===== src/rtl/dmem_port_if.sv =====
// Data-memory port: shared op codes and widths,
// plus the req/ack bus between responder and memory.
package dmem_pkg;
  localparam int ADDR_W   = 32;
  localparam int WORD_W   = 32;
  localparam int MEM_OP_W = 4;

  localparam logic [MEM_OP_W-1:0] MEM_OP_NONE     = 4'd0;
  localparam logic [MEM_OP_W-1:0] MEM_OP_RD_BYTE  = 4'd1;
  localparam logic [MEM_OP_W-1:0] MEM_OP_RD_HALF  = 4'd2;
  localparam logic [MEM_OP_W-1:0] MEM_OP_RD_WORD  = 4'd3;
  localparam logic [MEM_OP_W-1:0] MEM_OP_RD_UBYTE = 4'd4;
  localparam logic [MEM_OP_W-1:0] MEM_OP_RD_UHALF = 4'd5;
  localparam logic [MEM_OP_W-1:0] MEM_OP_WR_BYTE  = 4'd6;
  localparam logic [MEM_OP_W-1:0] MEM_OP_WR_HALF  = 4'd7;
  localparam logic [MEM_OP_W-1:0] MEM_OP_WR_WORD  = 4'd8;
endpackage

interface dmem_port_if;
  import dmem_pkg::*;

  logic                o_bus_req;
  logic                o_bus_we;
  logic [ADDR_W-1:0]   o_bus_addr;
  logic [WORD_W/8-1:0] o_bus_be;
  logic [WORD_W-1:0]   o_bus_wdata;
  logic [WORD_W-1:0]   i_bus_rdata;
  logic                i_bus_ack;

  modport master (
    output o_bus_req, o_bus_we, o_bus_addr,
    output o_bus_be, o_bus_wdata,
    input  i_bus_rdata, i_bus_ack
  );

  modport slave (
    input  o_bus_req, o_bus_we, o_bus_addr,
    input  o_bus_be, o_bus_wdata,
    output i_bus_rdata, i_bus_ack
  );
endinterface


===== src/rtl/dmem_port.sv =====
// Memory-stage data port: issues one req/ack bus
// transaction per access and returns aligned load data.
module dmem_port
  import dmem_pkg::*;
#(
  parameter int TIMEOUT = 16,
  parameter int CNT_W   = 5
) (
  input  logic                clk,
  input  logic                clr_n,
  input  logic [MEM_OP_W-1:0] i_mem_op,
  input  logic [ADDR_W-1:0]   i_addr,
  input  logic [WORD_W-1:0]   i_wdata,
  output logic                o_stall,
  output logic [WORD_W-1:0]   o_rdata,
  output logic                o_misalign,
  output logic                o_bus_err,
  dmem_port_if.master         bus
);

  typedef enum logic [1:0] {
    S_IDLE,
    S_REQ,
    S_DONE
  } state_t;

  state_t state, state_n;

  logic [CNT_W-1:0]    cnt;
  logic [MEM_OP_W-1:0] op_q;
  logic [ADDR_W-1:0]   addr_q;
  logic [3:0]          be_q;
  logic [WORD_W-1:0]   wdata_q;
  logic [1:0]          lane_q;
  logic                we_q;

  logic is_rd, is_wr, sz_b, sz_h, sz_w;
  logic valid, mis, issue, ack_ok, tmo, tmo_hit;
  logic [3:0]        be_c;
  logic [WORD_W-1:0] wdata_c;
  logic [WORD_W-1:0] rdata_x;
  logic [7:0]        byte_x;
  logic [15:0]       half_x;

  // classify the incoming op by direction and size
  always_comb begin
    is_rd = 1'b0;
    is_wr = 1'b0;
    sz_b  = 1'b0;
    sz_h  = 1'b0;
    sz_w  = 1'b0;
    unique case (i_mem_op)
      MEM_OP_RD_BYTE,
      MEM_OP_RD_UBYTE: begin is_rd = 1'b1; sz_b = 1'b1; end
      MEM_OP_RD_HALF,
      MEM_OP_RD_UHALF: begin is_rd = 1'b1; sz_h = 1'b1; end
      MEM_OP_RD_WORD:  begin is_rd = 1'b1; sz_w = 1'b1; end
      MEM_OP_WR_BYTE:  begin is_wr = 1'b1; sz_b = 1'b1; end
      MEM_OP_WR_HALF:  begin is_wr = 1'b1; sz_h = 1'b1; end
      MEM_OP_WR_WORD:  begin is_wr = 1'b1; sz_w = 1'b1; end
      default: ;
    endcase
  end

  assign valid = is_rd | is_wr;
  assign mis   = (sz_h & i_addr[0])
               | (sz_w & (|i_addr[1:0]));

  // byte enables and lane-replicated store data
  always_comb begin
    be_c    = 4'b1111;
    wdata_c = i_wdata;
    unique case (1'b1)
      sz_b: begin
        be_c    = 4'b0001 << i_addr[1:0];
        wdata_c = {4{i_wdata[7:0]}};
      end
      sz_h: begin
        be_c    = i_addr[1] ? 4'b1100 : 4'b0011;
        wdata_c = {2{i_wdata[15:0]}};
      end
      default: ;
    endcase
  end

  assign tmo_hit = (TIMEOUT != 0)
                && (cnt == CNT_W'(TIMEOUT - 1));

  // next state; ack wins over a same-cycle timeout
  always_comb begin
    state_n = state;
    issue   = 1'b0;
    ack_ok  = 1'b0;
    tmo     = 1'b0;
    unique case (state)
      S_IDLE: begin
        if (valid && !mis) begin
          issue   = 1'b1;
          state_n = S_REQ;
        end
      end
      S_REQ: begin
        if (bus.i_bus_ack) begin
          ack_ok  = 1'b1;
          state_n = S_DONE;
        end else if (tmo_hit) begin
          tmo     = 1'b1;
          state_n = S_DONE;
        end
      end
      S_DONE:  state_n = S_IDLE;
      default: state_n = S_IDLE;
    endcase
  end

  assign o_stall    = issue | (state == S_REQ);
  assign o_misalign = (state == S_IDLE) & valid & mis;

  assign bus.o_bus_req   = (state == S_REQ);
  assign bus.o_bus_we    = we_q;
  assign bus.o_bus_addr  = addr_q;
  assign bus.o_bus_be    = be_q;
  assign bus.o_bus_wdata = wdata_q;

  // pick the addressed lane and extend it
  always_comb begin
    byte_x  = bus.i_bus_rdata[8*lane_q +: 8];
    half_x  = bus.i_bus_rdata[16*lane_q[1] +: 16];
    rdata_x = '0;
    unique case (op_q)
      MEM_OP_RD_BYTE:  rdata_x = {{24{byte_x[7]}}, byte_x};
      MEM_OP_RD_UBYTE: rdata_x = {24'b0, byte_x};
      MEM_OP_RD_HALF:  rdata_x = {{16{half_x[15]}}, half_x};
      MEM_OP_RD_UHALF: rdata_x = {16'b0, half_x};
      MEM_OP_RD_WORD:  rdata_x = bus.i_bus_rdata;
      default:         rdata_x = '0;
    endcase
  end

  // state register and ack-timeout counter
  always_ff @(posedge clk or negedge clr_n) begin
    if (!clr_n) begin
      state <= S_IDLE;
      cnt   <= '0;
    end else begin
      state <= state_n;
      if (issue)
        cnt <= '0;
      else if (state == S_REQ && !bus.i_bus_ack)
        cnt <= cnt + 1'b1;
    end
  end

  // latch the access so bus outputs stay stable
  always_ff @(posedge clk or negedge clr_n) begin
    if (!clr_n) begin
      op_q    <= MEM_OP_NONE;
      addr_q  <= '0;
      be_q    <= '0;
      wdata_q <= '0;
      lane_q  <= '0;
      we_q    <= 1'b0;
    end else if (issue) begin
      op_q    <= i_mem_op;
      addr_q  <= {i_addr[ADDR_W-1:2], 2'b00};
      be_q    <= be_c;
      wdata_q <= wdata_c;
      lane_q  <= i_addr[1:0];
      we_q    <= is_wr;
    end
  end

  // load result and error pulse
  always_ff @(posedge clk or negedge clr_n) begin
    if (!clr_n) begin
      o_rdata   <= '0;
      o_bus_err <= 1'b0;
    end else begin
      o_bus_err <= tmo;
      if (ack_ok)
        o_rdata <= rdata_x;
      else if (tmo || o_misalign)
        o_rdata <= '0;
    end
  end

endmodule


===== src/flat_wrapper.sv =====
// flat-port wrapper written by rule: the top's interface ports become plain ports
module dmem_port_flat import dmem_pkg::*;
#(
  parameter int TIMEOUT = 16,
  parameter int CNT_W   = 5
)
  (clk, clr_n, i_mem_op, i_addr, i_wdata, o_stall, o_rdata, o_misalign, o_bus_err, bus_o_bus_req, bus_o_bus_we, bus_o_bus_addr, bus_o_bus_be, bus_o_bus_wdata, bus_i_bus_rdata, bus_i_bus_ack);
  dmem_port_if bus_i ();
  input  logic clk;
  input  logic clr_n;
  input  logic [MEM_OP_W-1:0] i_mem_op;
  input  logic [ADDR_W-1:0] i_addr;
  input  logic [WORD_W-1:0] i_wdata;
  output logic o_stall;
  output logic [WORD_W-1:0] o_rdata;
  output logic o_misalign;
  output logic o_bus_err;
  output wire logic [$bits(bus_i.o_bus_req)-1:0] bus_o_bus_req;
  output wire logic [$bits(bus_i.o_bus_we)-1:0] bus_o_bus_we;
  output wire logic [$bits(bus_i.o_bus_addr)-1:0] bus_o_bus_addr;
  output wire logic [$bits(bus_i.o_bus_be)-1:0] bus_o_bus_be;
  output wire logic [$bits(bus_i.o_bus_wdata)-1:0] bus_o_bus_wdata;
  input wire logic [$bits(bus_i.i_bus_rdata)-1:0] bus_i_bus_rdata;
  input wire logic [$bits(bus_i.i_bus_ack)-1:0] bus_i_bus_ack;
  assign bus_o_bus_req = bus_i.o_bus_req;
  assign bus_o_bus_we = bus_i.o_bus_we;
  assign bus_o_bus_addr = bus_i.o_bus_addr;
  assign bus_o_bus_be = bus_i.o_bus_be;
  assign bus_o_bus_wdata = bus_i.o_bus_wdata;
  assign bus_i.i_bus_rdata = bus_i_bus_rdata;
  assign bus_i.i_bus_ack = bus_i_bus_ack;
  dmem_port #(.TIMEOUT(TIMEOUT), .CNT_W(CNT_W)) u_core (.clk(clk), .clr_n(clr_n), .i_mem_op(i_mem_op), .i_addr(i_addr), .i_wdata(i_wdata), .o_stall(o_stall), .o_rdata(o_rdata), .o_misalign(o_misalign), .o_bus_err(o_bus_err), .bus(bus_i));
endmodule

===== config.mk =====
export PLATFORM = sky130hd
export DESIGN_NAME = dmem_port_flat
export DESIGN_NICKNAME = d
export VERILOG_FILES = /design/src/rtl/dmem_port_if.sv /design/src/rtl/dmem_port.sv /design/src/flat_wrapper.sv
export SDC_FILE = /design/constraint.sdc
export NUM_CORES = 1
export LEC_CHECK = 0
export BUFFER_PORTS_ARGS = -buffer_cell sky130_fd_sc_hd__buf_2
export CAP_MARGIN = 30
export CORE_ASPECT_RATIO = 0.6
export CORE_MARGIN = 8
export CORE_UTILIZATION = 51
export CTS_CLUSTER_SIZE = 40
export DETAILED_ROUTE_END_ITERATION = 8
export PLACE_DENSITY = 0.79
export SLEW_MARGIN = 0
export SYNTH_ARGS = -nofsm -noshare
export SYNTH_HDL_FRONTEND = slang
export SYNTH_SLANG_ARGS = --single-unit

===== constraint.sdc =====
create_clock -name clk -period 3.6 [get_ports clk]
set_input_delay 0.72 -clock clk [delete_from_list [all_inputs] [get_ports clk]]
set_output_delay 0.72 -clock clk [all_outputs]
set_load 0.01 [all_outputs]

==> flow_metrics.py <==
metrics = {
    "worst_setup_path": {
        "required_ns": 2.88,
        "path_max_fanout": 24,
        "startpoint_type": "input port",
        "ff2ff_path_depth": 4,
        "end_kind": "output pin",
        "crit_type": "input port to output pin",
        "crit_arrival_ns": 2.35,
    },
    "yosys": {
        "synth-seq-area-share": 0.464,
        "synth_edf_count": 0,
        "ys_ff_latch": 113,
        "synth_cell_type_count": 60,
        "postSynthCellCount": 504,
        "netlist_area_mm2": 0.00609,
        "ys_warn_count": 0,
        "syn_area_per_cell_um2": 12.1,
        "postSynth.asyncResetShare": 1.00,
        "synth_ff_type": "dfrtp_1",
    },
    "timing": {
        "slew_headroom": 0.346,
        "worst_pin_slew_ns": 0.979,
        "finalHoldViolations": 0,
        "period_needed_ns": 3.07,
        "post-route-period-util": 0.854,
        "setup_tns_ns": 0,
        "final_max_slew_viol_count": 0,
        "rsz0062_at_grt": "false",
        "max_freq_mhz": 325,
        "finClkSkew_ns": 0.00849,
        "setup_viol": 0,
    },
    "cts": {
        "cts_hold_buf": 0,
        "htreeDepth": 4,
        "cts_setup_buffers": 0,
        "post_cts_resized": 0,
        "cts_buffers": 17,
        "cts_root_buf": "clkbuf_16",
        "clk_latency_ns": 0.41,
        "cts_tree": "built",
        "numClockSinks": 113,
        "clock_path_buffers": 2,
        "clk_pin_slew_worst_paths_ns": 0.06,
    },
    "min_path": {
        "hp-class": "input port to async pin",
    },
    "drt": {
        "wl_per_cell_um": 20.3,
        "vias": 4872,
        "drtIter0Drc": 472,
        "drc_errors": 0,
        "drt_wl_total_mm": 17.7,
        "firstDrtPassIters": 5,
        "viasPerCell": 5.57,
        "drtAntennaViolNets": 0,
    },
    "job": {
        "drv_cap": 0,
    },
    "power": {
        "cellPowerDensity_mw_per_mm2": 855,
        "total_power_uw": 6700,
        "p_leak_uw": 0.00380,
        "ir_drop_uv": 458,
    },
    "die": {
        "ios": 208,
        "start_util": 0.513,
        "die_w_um": 157,
        "die_h_um": 101,
        "dieArea_mm2": 0.0158,
        "row_count": 31,
        "core_area_mm2": 0.0119,
    },
    "placed_design": {
        "dp_hpwl_mm": 13.1,
        "place.gp.congestion": 0.870,
        "portBuffers": 205,
    },
    "layout": {
        "drive_gt1_frac": 0.492,
        "layout_common_cells": "buf_2, dfrtp_1, mux2_4, nand2_1, o22ai_1",
        "nNetsFinal": 803,
        "n_antenna_cell": 0,
        "fin_util": 0.660,
        "syn2layout_area_growth_pct": 28.7,
        "final_common_cell": "buf_2",
        "fillers": 934,
    },
    "global_route": {
        "grt_remaining_overflow": 0,
        "antenna_found_initial": 0,
        "track_usage": 0.227,
        "grt_pass1_wl_mm": 28.1,
        "grt_max_degree": 80,
        "grt_pass1_vias": 5229,
    },
    "outcome": {
        "status": "finished clean",
    },
}
registers in the layout, summed over array words and instances (netlist names), 2 cells and up:
register                cells
u_core.bus.o_bus_wdata     32
u_core.lane_q               2
u_core.state                2
u_core.bus.o_bus_addr      30
u_core.op_q                 4
u_core.bus.o_bus_be         4
u_core.o_rdata             32
u_core.cnt                  5
worst max-delay path: stages:
cell and delay [ns]:
buf_2 0.22, or4b_1 0.55, a21o_1 0.21, and4bb_4 0.22, or2_2 0.28, buf_2 0.15
cells by family after synthesis:
| kind of cell | Yosys count | synth area share |
|---|---|---|
| multiplexers | 106 | 0.239 |
| adder cells (fa/ha/maj) | 2 | 0.00411 |
| AND/OR/NAND/NOR | 117 | 0.104 |
| XOR/XNOR | 5 | 0.00719 |
| flip-flops | 113 | 0.464 |
| other | 1 | 0.000616 |
| buffers and inverters | 50 | 0.0452 |
| AO/OA/AOI/OAI | 110 | 0.135 |
report_power, final:
part	switching, uW	total (uW)	internal [uW]
Clock	609	1790	1180
Sequential	462	2290	1830
Combinational	1260	2630	1370
Total	2330	6700	4370
cell usage after synthesis (all sizes together) (9+ instances only):
| library cell | count | area (um^2) |
|---|---|---|
| dfrtp | 113 | 2830 |
| nor3 | 9 | 45.0 |
| a21oi | 18 | 93.8 |
| nor2b | 9 | 56.3 |
| o22ai | 24 | 150 |
| mux2i | 16 | 160 |
| nor2 | 15 | 56.3 |
| a221o | 16 | 160 |
| nand2 | 43 | 161 |
| o211ai | 11 | 82.6 |
| mux2 | 89 | 1270 |
| buf | 27 | 189 |
| clkbuf | 16 | 60.1 |
cell type report:
type                    count  area [um^2]  area share
clock buffers              19          443      0.0565
flip-flops and latches    113         2830       0.361
clock inverters            12          185      0.0236
well taps                 165          206      0.0263
multi-input cells         342         3000       0.383
inverters                   7         26.3     0.00335
repair buffers            217         1140       0.146
worst paths after layout:
check                                       startpoint                    endpoint  slack, ns
worst max-delay path                       i_mem_op[2]                     o_stall       0.53
worst min-delay path                             clr_n    u_core.bus.o_bus_addr[7]       0.33
worst max register to register        u_core.lane_q[1]          u_core.o_rdata[29]       1.06
worst min register to register  u_core.bus.o_bus_be[1]      u_core.bus.o_bus_be[1]       0.51
max in group asynchronous                        clr_n  u_core.bus.o_bus_wdata[31]       2.48
min in group clk                u_core.bus.o_bus_be[1]      u_core.bus.o_bus_be[1]       0.51
routing by layer:
layer | vias up | track usage | routed length [um]
met2 | 210 | 0.326 | 7880
met4 | 0 | 0.0670 | 147
li1 | 2263 | - | -
met3 | 13 | 0.0745 | 1460
met1 | 2386 | 0.318 | 8260
met5 | - | 0 | 0
through the flow:
stage	worst slack [ns]	hold slack (ns)	instance area, um^2	cells
after floorplan	0.556	0.424	6090	505
after global placement	0.611	0.490	7210	844
after detailed placement	0.544	0.487	7210	844
after CTS	0.539	0.345	7840	875
after global routing	0.470	0.381	7840	875
final	0.525	0.327	7840	875
Power figures use the tool's default switching activity.
